File: src/rtl/arithmetic_logic_unit.sv
// RV32I integer execution unit: one registered stage from RS issue to CDB slot.
// Also resolves jump/branch outcome and target for the reorder buffer.
`ifndef ALU_HEADER_DEFS
`define ALU_HEADER_DEFS
`define WORD_RANGE 31:0
`define INNER_INST_RANGE 5:0
`define ROB_TAG_RANGE 4:0
`define NULL_TAG 5'd0
`define OP_NOP 6'd0
`define OP_LUI 6'd1
`define OP_AUIPC 6'd2
`define OP_JAL 6'd3
`define OP_JALR 6'd4
`define OP_BEQ 6'd5
`define OP_BNE 6'd6
`define OP_BLT 6'd7
`define OP_BGE 6'd8
`define OP_BLTU 6'd9
`define OP_BGEU 6'd10
`define OP_ADDI 6'd19
`define OP_SLTI 6'd20
`define OP_SLTIU 6'd21
`define OP_XORI 6'd22
`define OP_ORI 6'd23
`define OP_ANDI 6'd24
`define OP_SLLI 6'd25
`define OP_SRLI 6'd26
`define OP_SRAI 6'd27
`define OP_ADD 6'd28
`define OP_SUB 6'd29
`define OP_SLL 6'd30
`define OP_SLT 6'd31
`define OP_SLTU 6'd32
`define OP_XOR 6'd33
`define OP_SRL 6'd34
`define OP_SRA 6'd35
`define OP_OR 6'd36
`define OP_AND 6'd37
`endif

module arithmetic_logic_unit (
  input  logic                      clk,
  input  logic                      rst,
  input  logic                      rob_rollback_in,
  input  logic                      rs_calculate_signal_in,
  input  logic [`INNER_INST_RANGE]  rs_op_in,
  input  logic [`WORD_RANGE]        rs_imm_in,
  input  logic [`WORD_RANGE]        rs_pc_in,
  input  logic [`WORD_RANGE]        rs_rs1val_in,
  input  logic [`WORD_RANGE]        rs_rs2val_in,
  input  logic [`ROB_TAG_RANGE]     rs_dest_in,
  output logic                      broadcast_signal_out,
  output logic [`WORD_RANGE]        result_out,
  output logic [`ROB_TAG_RANGE]     dest_tag_out,
  output logic                      jump_flag_out,
  output logic [`WORD_RANGE]        target_pc_out
);

  logic                  bcast_d, bcast_q;
  logic [`WORD_RANGE]    result_d, result_q;
  logic [`ROB_TAG_RANGE] tag_d, tag_q;
  logic                  jump_d, jump_q;
  logic [`WORD_RANGE]    target_d, target_q;

  logic [`WORD_RANGE] a, b, pc4, pc_imm;
  logic [`WORD_RANGE] alu_res, alu_tgt;
  logic [4:0]         shamt;
  logic               alu_jmp;
  logic               is_imm;

  // I-type ops take the immediate in place of rs2
  always_comb begin
    is_imm = 1'b0;
    case (rs_op_in)
      `OP_ADDI, `OP_SLTI, `OP_SLTIU,
      `OP_XORI, `OP_ORI, `OP_ANDI,
      `OP_SLLI, `OP_SRLI, `OP_SRAI:
        is_imm = 1'b1;
      default: is_imm = 1'b0;
    endcase
  end

  assign a      = rs_rs1val_in;
  assign b      = is_imm ? rs_imm_in : rs_rs2val_in;
  assign shamt  = b[4:0];
  assign pc4    = rs_pc_in + 32'd4;
  assign pc_imm = rs_pc_in + rs_imm_in;

  always_comb begin
    alu_res = '0;
    alu_jmp = 1'b0;
    alu_tgt = pc4;
    case (rs_op_in)
      `OP_LUI:   alu_res = rs_imm_in;
      `OP_AUIPC: alu_res = pc_imm;
      `OP_JAL: begin
        alu_res = pc4;
        alu_jmp = 1'b1;
        alu_tgt = pc_imm;
      end
      `OP_JALR: begin
        alu_res = pc4;
        alu_jmp = 1'b1;
        alu_tgt = (a + rs_imm_in) & ~32'd1;
      end
      `OP_BEQ:  alu_jmp = (a == b);
      `OP_BNE:  alu_jmp = (a != b);
      `OP_BLT:  alu_jmp = ($signed(a) < $signed(b));
      `OP_BGE:  alu_jmp = ($signed(a) >= $signed(b));
      `OP_BLTU: alu_jmp = (a < b);
      `OP_BGEU: alu_jmp = (a >= b);
      `OP_ADD, `OP_ADDI: alu_res = a + b;
      `OP_SUB:  alu_res = a - b;
      `OP_SLT, `OP_SLTI:
        alu_res = ($signed(a) < $signed(b)) ? 32'd1 : 32'd0;
      `OP_SLTU, `OP_SLTIU:
        alu_res = (a < b) ? 32'd1 : 32'd0;
      `OP_XOR, `OP_XORI: alu_res = a ^ b;
      `OP_OR, `OP_ORI:   alu_res = a | b;
      `OP_AND, `OP_ANDI: alu_res = a & b;
      `OP_SLL, `OP_SLLI: alu_res = a << shamt;
      `OP_SRL, `OP_SRLI: alu_res = a >> shamt;
      `OP_SRA, `OP_SRAI:
        alu_res = $unsigned($signed(a) >>> shamt);
      default: alu_res = '0;
    endcase
    // Taken branches redirect; not-taken ones fall through to pc+4
    if (alu_jmp && rs_op_in != `OP_JAL && rs_op_in != `OP_JALR)
      alu_tgt = pc_imm;
  end

  always_comb begin
    bcast_d  = 1'b0;
    result_d = result_q;
    tag_d    = tag_q;
    jump_d   = jump_q;
    target_d = target_q;
    if (rst || rob_rollback_in) begin
      result_d = '0;
      tag_d    = `NULL_TAG;
      jump_d   = 1'b0;
      target_d = '0;
    end else if (rs_calculate_signal_in) begin
      bcast_d  = 1'b1;
      result_d = alu_res;
      tag_d    = rs_dest_in;
      jump_d   = alu_jmp;
      target_d = alu_tgt;
    end
  end

  always_ff @(posedge clk) begin
    bcast_q  <= bcast_d;
    result_q <= result_d;
    tag_q    <= tag_d;
    jump_q   <= jump_d;
    target_q <= target_d;
  end

  assign broadcast_signal_out = bcast_q;
  assign result_out           = result_q;
  assign dest_tag_out         = tag_q;
  assign jump_flag_out        = jump_q;
  assign target_pc_out        = target_q;

endmodule
File: config.mk
export PLATFORM = sky130hd
export DESIGN_NAME = arithmetic_logic_unit
export DESIGN_NICKNAME = d
export VERILOG_FILES = /design/src/rtl/arithmetic_logic_unit.sv
export SDC_FILE = /design/constraint.sdc
export NUM_CORES = 1
export LEC_CHECK = 0
export CAP_MARGIN = 30
export CORE_ASPECT_RATIO = 0.8
export CORE_UTILIZATION = 51
export DETAILED_ROUTE_END_ITERATION = 6
export DONT_BUFFER_PORTS = 1
export PLACE_DENSITY = 0.67
export SETUP_SLACK_MARGIN = 0.05
export SYNTH_ARGS = -nofsm -noshare
export SYNTH_HDL_FRONTEND = slang
export SYNTH_SLANG_ARGS = --single-unit
File: constraint.sdc
create_clock -name clk -period 19.6 [get_ports clk]
set_clock_uncertainty 0.1 [all_clocks]
set_input_delay 3.92 -clock clk [delete_from_list [all_inputs] [get_ports clk]]
set_output_delay 3.92 -clock clk [all_outputs]
set_load 0.01 [all_outputs]
# Yosys cells after proc, flatten, opt, wreduce, memory -nomap -nowiden

Memories as Yosys holds them, arrays and structs flattened.
Index checks and enable logic that the tools add are counted.

Flip-flop bits (word level): 71
ROM bits: 32
Input bits: 143
Output and inout port bits: 71
Word-level logic and storage cells: 76
Memories kept: 1

Memory list:

| memory          | words | width | read ports | clocked after memory_dff | write ports | line | source |
|---|---|---|---|---|---|---|---|
| (no name shown) | 32    | 1     | 1          | 0                        | 0           | 74   | `case (rs_op_in)` |

Add/subtract/negate cells: 5
$lt $le $gt $ge: 4
Eq/ne operators: 33
Shift operators: 3
Mux-type cells: 9
Bitwise logic cells: 3
Reduce and logical (&&, ||, !) cells: 13

Operator list:

| kind                                                                  | count |
|---|---|
| 32-bit one-hot mux with 13 select lines                               | 1 |
| 32-bit adder                                                          | 3 |
| 6-bit by 5-bit equality test with 1-bit output, second input constant | 13 |
| 32-bit >= comparator                                                  | 2 |
| 32-bit < comparator                                                   | 2 |
| 32-bit 2-to-1 mux                                                     | 2 |
| 32-bit one-hot mux with 2 select lines                                | 1 |
| 6-bit equality test, second input constant                            | 6 |
| 32-bit by 3-bit adder with 32-bit output, second input constant       | 1 |
| 32-bit bitwise AND                                                    | 1 |
| 32-bit equality test                                                  | 1 |
| 32-bit != test                                                        | 1 |
| 32-bit OR                                                             | 1 |
| 32-bit by 5-bit left shift with 32-bit output                         | 1 |
| 32-bit by 5-bit right shift with 32-bit output                        | 1 |
| 32-bit by 5-bit >>> shifter with 32-bit output                        | 1 |
| 32-bit subtractor                                                     | 1 |
| 32-bit bitwise XOR                                                    | 1 |
| 6-bit by 3-bit equality test with 1-bit output, second input constant | 4 |
| 2-bit OR reduction                                                    | 10 |
| 6-bit by 4-bit equality test with 1-bit output, second input constant | 3 |
| 6-bit by 2-bit equality test with 1-bit output, second input constant | 2 |
| 1-bit one-hot mux with 7 select lines                                 | 1 |
| 6-bit by 1-bit equality test with 1-bit output, second input constant | 1 |
| other kinds (5)                                                       | 9 |

# Logic depth before layout (Yosys ltp)

Gate-level depths: netlist of run 1.
An unclocked memory read counts as a cell.

Word-level depth: 8
Gate-level depth with buffers: 23
Depth with buffers taken out: 17

# Worst setup path before layout of run 1

OpenSTA, ideal clock, no wires.

Path type: input -> register
Start: input rs_op_in[2]
End: register target_q[29], in the netlist target_pc_out[29]
Library setup time: 0.060 ns
Arrival time: 9.022 ns
Path slack: 10.418 ns
Stages on the path: 22
Path buffers: 6
Cells stage by stage: buf_4 -> and2_4 -> buf_6 -> nor3_1 -> clkbuf_1 -> clkbuf_1 -> mux2_2 -> inv_1 -> ha_1 -> buf_2 -> or4_1 -> nor4_1 -> nand4b_1 -> or4_4 -> mux2i_1 -> a21oi_1 -> or4_1 -> and3_1 -> and2_4 -> buf_6 -> or4_4 -> nand3_2

Word-level cells in the longest chain between the ends: 8

RTL lines:

| element                                            | line | source |
|---|---|---|
| from (decl)                                        | 46   | `` input logic [`INNER_INST_RANGE] rs_op_in, `` |
| memory read 32 x 1 bit                             | n/a  |  |
| 1-bit 2-to-1 mux                                   | 74   |  |
| 32-bit 2-to-1 mux                                  | 84   | `assign b = is_imm ? rs_imm_in : rs_rs2val_in;` |
| 32-bit >= comparator, or another cell as far along | 111  | `` `OP_BGEU: alu_jmp = (a >= b); `` |
| 1-bit one-hot mux with 7 select lines              | 93   | `case (rs_op_in)` |
| 1-bit logical AND (no line) (2 in series)          | n/a  |  |
| 32-bit 2-to-1 mux (*)                              | 128  | `` if (alu_jmp && rs_op_in != `OP_JAL && rs_op_in != `OP_JALR) `` |
| to (signal assigned)                               | 157  | `target_q <= target_d;` |
| to (decl)                                          | 63   | `` logic [`WORD_RANGE] target_d, target_q; `` |

Mark *: on every way between the ends. The rest lies on a longest branch, timed or not.
A chain may end at the register's enable or synchronous reset.

# Worst setup path in the final report of run 1

Start: input rs_op_in[5]
End: register target_q[25], in the netlist target_pc_out[25]

Word-level cells in the longest chain between the ends: 7

RTL lines:

| element                                            | line |
|---|---|
| 1-bit 2-to-1 mux                                   | 74 |
| 32-bit 2-to-1 mux                                  | 84 |
| 32-bit >= comparator, or another cell as far along | 111 |
| 1-bit one-hot mux with 7 select lines              | 93 |
| 1-bit logical AND (no line) (2 in series)          | n/a |
| 32-bit 2-to-1 mux (*)                              | 128 |

Marked as above.

==> results of run 1 <==
how the worst max path moves through the flow:
stage	slack, ns	to	from	cells after the start
floorplan	10.42	target_pc_out[29]	rs_op_in[2]	22
global placement	9.69	target_pc_out[27]	rs_op_in[5]	17
detailed placement	9.48	target_pc_out[25]	rs_op_in[5]	17
CTS	9.82	target_pc_out[25]	rs_op_in[5]	17
global route	9.57	target_pc_out[27]	rs_op_in[5]	17
finish	9.62	target_pc_out[25]	rs_op_in[5]	17
where the power goes:
group | internal [mW] | switching (mW) | total (mW)
logic | 0.178 | 0.332 | 0.511
registers | 0.149 | 0.00648 | 0.155
clock network | 0.105 | 0.0922 | 0.197
total | 0.432 | 0.431 | 0.863
cells by family (layout without fill, tap and decap cells):
logic type,Yosys count,after routing,synth area share (%)
other,0,9,0
xor gates and xnor gates,111,111,5.85
DFF,71,71,8.55
adders and majority gates,155,155,11.8
muxes,161,161,11.8
buffers and inverters,276,167,6.59
and+or+nand+nor,729,729,20.5
AOI/OAI and AO/OA,851,851,34.8
area by class of cell:
type	instances	area, sq um	area share [%]
sequential	71	1420	8.29
antenna	9	22.5	0.131
inverter	113	424	2.47
timing repair buffer	38	284	1.66
tap	420	526	3.06
multi-input combinational	2007	14200	82.6
clock inverter	6	75.1	0.438
clock buffer	10	239	1.39
sequential cells by signal (all words and copies together), names as in the netlist:
name,count
result_out,32
target_pc_out,32
dest_tag_out,5
broadcast_signal_out,1
jump_flag_out,1
synthesized netlist by cell type (8+ instances only):
master / instances
or2_2: 12
a22oi_1: 21
nor3_1: 68
clkbuf_1: 118
mux2i_1: 101
o21ai_0: 170
a31oi_1: 38
inv_1: 109
a21boi_0: 15
nor4_1: 14
a211oi_1: 20
dfxtp_1: 71
o21a_1: 12
o221ai_1: 16
buf_2: 22
o22ai_1: 14
ha_1: 152
o211ai_1: 53
xnor2_1: 63
a221o_1: 38
nor2_1: 212
or3_1: 16
o311ai_0: 8
o21bai_1: 24
buf_1: 17
nand2b_1: 23
mux2_2: 35
nand4_1: 18
a22o_1: 8
nand3_1: 69
a21oi_1: 205
a2111oi_0: 8
xor2_1: 48
mux4_2: 25
a21o_1: 53
a221oi_1: 41
nor2b_1: 26
and3_1: 33
o2111ai_1: 13
and2_1: 14
o31ai_1: 14
nand2_1: 200
through the flow:
stage | instances | utilization, % | hold slack [ns]
2_1_floorplan | 2354 | - | 0.367
3_3_place_gp | 2645 | 52.9 | 0.398
3_5_place_dp | 2648 | 53.0 | 0.399
4_1_cts | 2664 | 54.0 | 0.415
5_1_grt | 2665 | 54.0 | 0.428
6_report | 2674 | 54.1 | 0.423
metal layers:
layer	vias to the layer above	part of all wire [%]	global-route usage (%)
li1	8637	-	-
met1	9661	39	69.5
met2	1752	37	68.0
met3	287	18	24.4
met4	2	4.9	23.3
met5	-	0.14	2.83
tightest hold or removal path: cells and delay by family (launching register included):
| kind | cells | cell delay [ns] |
|---|---|---|
| AND/OR/NAND/NOR | 1 | 0.06 |
| AO/OA/AOI/OAI | 1 | 0.07 |
| flip-flops | 1 | 0.34 |
==> out/results.ini, run 1 <==
[grt]
grt_pass1_wl_mm = 126
grt_pass1_vias = 18666
grt_start_max_net_pins = 63
grt-ovfl-total = 0
antenna_found_initial = 7
grt_usage_pct = 51.7

[logic_synthesis]
synth.distinct_cells = 90
synth-edff-count = 0
synth-seq-area-share_pct = 8.55
syn_area_per_cell_sq_um = 7.06
syn_area_sq_um = 16600
synth-async-reset-ratio_pct = 0
yosysWarnings = 0
synth_nets = 2652
yosys.area.top_type = ha_1
synth_cells = 2354
yosys_register_bits = 71
synth_top_area_share_pct = 11.4
synth-main-ff-cell = dfxtp_1
yosys-top-cells-area = ha_1 (11%), dfxtp_1 (8.6%), a21oi_1 (6.2%)

[power]
powerDensity_nw_per_um2 = 50.3
p_total_mw = 0.863
ir_drop_v = 0.0000463
leakagePower_nw = 7.01

[worst_setup_path]
r2r_start = result_out[25]
critPathTopFamily = simple AND/OR/NAND/NOR gates
r2r_slack_ns = 17.14
cp.arrival_ns = 10.19
crit_chain = nand2b_1 > nor3_2 > buf_4 > mux2_2 > inv_1 > ha_1 > or4_1 > nor4_1 > nand4b_1 > or4_4 > mux2i_1 > a21oi_1 > or4_1 > and3_1 > and2_4 > nor3_4 > a221o_1
cp_slowest_cell = nor3_4
cpPeakStageDelay_ns = 0.89
crit_top_cell = or4_1
end_kind = flip-flop
r2r_cells = 7
critPathKind = primary input to flip-flop
worst-path-buf-inv = 2
cp_data_required_time_ns = 19.81
crit_path_start_kind = primary input
rr_endpoint = result_out[25]
path_max_fanout = 30

[clocking]
htree_levels = 3
cts_hold_buf = 0
root_buffer = clkbuf_16
cts.clk_slew.worst_paths_ns = 0.07
clock_sinks = 71
clk_path_buf_depth = 2
cts_setup_buffers = 0
numCtsBuffers = 9
cts_tree = built
clk_latency_ns = 0.37
postCtsResizedCells = 0

[sta]
drv_slew = 0
rsz0062_at_grt = no
slew-limit-headroom_pct = 24.4
tns_ns = 0
finalWorstSetupSlack_ns = 9.62
fin_crit_ns = 9.98
fmax_mhz = 100
post-route-period-util_pct = 50.9
hold_viol = 0
worst_pin_slew_ns = 1.13
setup_viol = 0

[place]
io_buffers = 0
routabilityCongestion = 1.07
place_hpwl_mm = 67.4
dp_slack_ns = 9.48
dpl_cell_area_sq_um = 16800

[floorplanning]
num_rows = 58
core_area_sq_um = 31700
floorplan.io_pins = 214
initial_core_util_pct = 52.4
fp.dieH_microns = 163
dieArea_sq_um = 33300
die_w_microns = 204

[routing]
drtIter0Drc = 3255
drc = 1
drt_pass1_iterations = 7
route.vias.total = 20339
wire_per_inst_microns = 33.3
ant_nets = 0
finalWirelength_mm = 89.1
vias_per_cell = 7.61

[hold_path]
min_to = result_out[5]
min-delay-start = result_out[5]
min_path_cells = 2
worstHoldPathType = flip-flop to flip-flop

[layout]
layout_commonest_cell = nor2_1
finalNetCount = 2538
layout_common_cells = nor2_1 (208), a21oi_1 (203), nand2_1 (199)
area_growth_pct = 3.23
layout-drive-gt1-share_pct = 7.53
final_area_sq_um = 17200
fillers = 3099

[run_status]
violations = DRC
outcome = finished with violations

[run]
max_cap_violations = 0

No activity file was read; power rests on OpenSTA's default activity.
==> inputs of run 2 (changes only) <==
Clock period 19.6 ns to 10 ns, I/O delays scaled along.
==> run 2 against run 1 <==
  * Register-to-register slack worse by 9.6 ns
  * Final cell count did not move
  * Wire length is 2.0% lower
  * Largest power group unchanged
  * Via count is essentially flat
  * The flow still finishes with violations (DRC)
  * Sequential share of layout area about the same
  * Sequential power grew 96%
==> out/results.ini, run 2 (same netlist as run 1, synthesis figures left out) <==
[worst_setup_path]
critPathTopFamily = simple AND/OR/NAND/NOR gates
crit_path_start_kind = primary input
cp_data_required_time_ns = 10.15  ; -9.66 ns
path_max_fanout = 30  ; unchanged
crit_chain = nand2b_1 > nor3_2 > buf_4 > mux2_2 > inv_1 > ha_1 > or4_1 > nor4_1 > nand4b_1 > or4_4 > mux2i_1 > a21oi_1 > or4_1 > and3_1 > a21oi_2 > buf_4 > nor2_1 > a221o_1
cpPeakStageDelay_ns = 0.62  ; -0.27 ns
worst-path-buf-inv = 3  ; +1
cp_slowest_cell = nor4_1
cp.arrival_ns = 7.78  ; -2.41 ns
end_kind = flip-flop
critPathKind = primary input to flip-flop

[power]
ir_drop_v = 0.0000805  ; +74%
p_total_mw = 1.66  ; +93%
powerDensity_nw_per_um2 = 96.9  ; +93%
leakagePower_nw = 7.02  ; +0.18%

[run_status]
outcome = finished with violations
violations = DRC

[routing]
route.vias.total = 20335  ; -0.020%
drtIter0Drc = 3434  ; +5.5%
ant_nets = 0  ; unchanged
drt_pass1_iterations = 7  ; unchanged
vias_per_cell = 7.60  ; about the same
drc = 11  ; +10
finalWirelength_mm = 87.3  ; -2.0%
wire_per_inst_microns = 32.7  ; -2.0%

[sta]
setup_viol = 0  ; unchanged
fin_crit_ns = 7.63
hold_ws_ns = 0.408  ; -0.0150 ns
fmax_mhz = 131
slew-limit-headroom_pct = 28.9  ; +4.5 points
drv_slew = 0  ; unchanged
finalWorstSetupSlack_ns = 2.37  ; -7.26 ns
hold_viol = 0  ; unchanged
post-route-period-util_pct = 76.3
tns_ns = 0  ; unchanged
worst_pin_slew_ns = 1.04  ; -0.0909 ns
rsz0062_at_grt = no

[grt]
antenna_found_initial = 11  ; +4
grt-ovfl-total = 0  ; unchanged
grt_pass1_vias = 18302  ; -2.0%
grt_usage_pct = 50.2  ; -1.4 points
grt_start_max_net_pins = 66  ; +4.8%
grt_pass1_wl_mm = 123  ; -2.1%

[clocking]
root_buffer = clkbuf_16
cts_hold_buf = 0  ; unchanged
cts_tree = built
htree_levels = 3  ; unchanged
postCtsResizedCells = 0  ; unchanged
numCtsBuffers = 9  ; unchanged
clock_sinks = 71  ; unchanged
clk_latency_ns = 0.37  ; about the same
cts.clk_slew.worst_paths_ns = 0.07  ; about the same
clk_path_buf_depth = 2  ; unchanged
cts_setup_buffers = 0  ; unchanged

[layout]
finalNetCount = 2540  ; +0.079%
final_area_sq_um = 17200  ; about the same
finish.utilization_pct = 54.1  ; about the same
area_growth_pct = 3.30  ; about the same
final_cells = 2674  ; unchanged
layout_commonest_cell = nor2_1
layout_common_cells = nor2_1 (208), a21oi_1 (203), nand2_1 (199)
layout-drive-gt1-share_pct = 7.57  ; +0.038 points

[floorplanning]
floorplan.io_pins = 214  ; unchanged
die_w_microns = 204  ; unchanged
num_rows = 58  ; unchanged
dieArea_sq_um = 33300  ; unchanged
fp.dieH_microns = 163  ; unchanged
core_area_sq_um = 31700  ; unchanged
initial_core_util_pct = 52.4  ; unchanged

[place]
place_hpwl_mm = 66.6  ; -1.2%
routabilityCongestion = 1.07  ; about the same
dp_slack_ns = 1.88  ; -7.60 ns
place_inst = 2649  ; +0.038%
dpl_cell_area_sq_um = 16800  ; about the same
io_buffers = 0  ; unchanged

[hold_path]
worstHoldPathType = flip-flop to flip-flop

[run]
max_cap_violations = 0  ; unchanged

==> run 2: worst min-delay path: cells and delay by family (launching register included) <==
family	cells	cell delay, ns
flops	1	0.35
simple gates	2	0.12
==> run 2: per-layer routing <==
layer	GRT usage [%]	part of all wire [%]
met4	20.0	4.1
met1	68.6	40
met5	2.53	0.30
met2	67.9	38
met3	21.2	17
==> run 2: final timing paths <==
check,start,endpoint,slack [ns],cells after the start
min,result_out[0],result_out[0],0.41,2
max,rs_op_in[5],target_pc_out[25],2.37,18
max reg2reg,result_out[25],result_out[25],7.57,7
min reg2reg,result_out[0],result_out[0],0.41,2
==> run 2: layout make-up <==
cell class              count  area, sq um
diodes                      7         17.5
clock buffers               9          225
clock inverters             7         73.8
fillers                  3166        14500
inverters                 113          424
multi-input cells        2007        14200
flip-flops and latches     71         1420
well taps                 420          526
repair buffers             40          322
==> run 2: where the power goes <==
group | internal (mW) | leakage (nW) | switching, mW
Combinational | 0.349 | 6.30 | 0.653
Clock | 0.178 | 0.148 | 0.180
Sequential | 0.292 | 0.577 | 0.0125
Total | 0.818 | 7.02 | 0.845
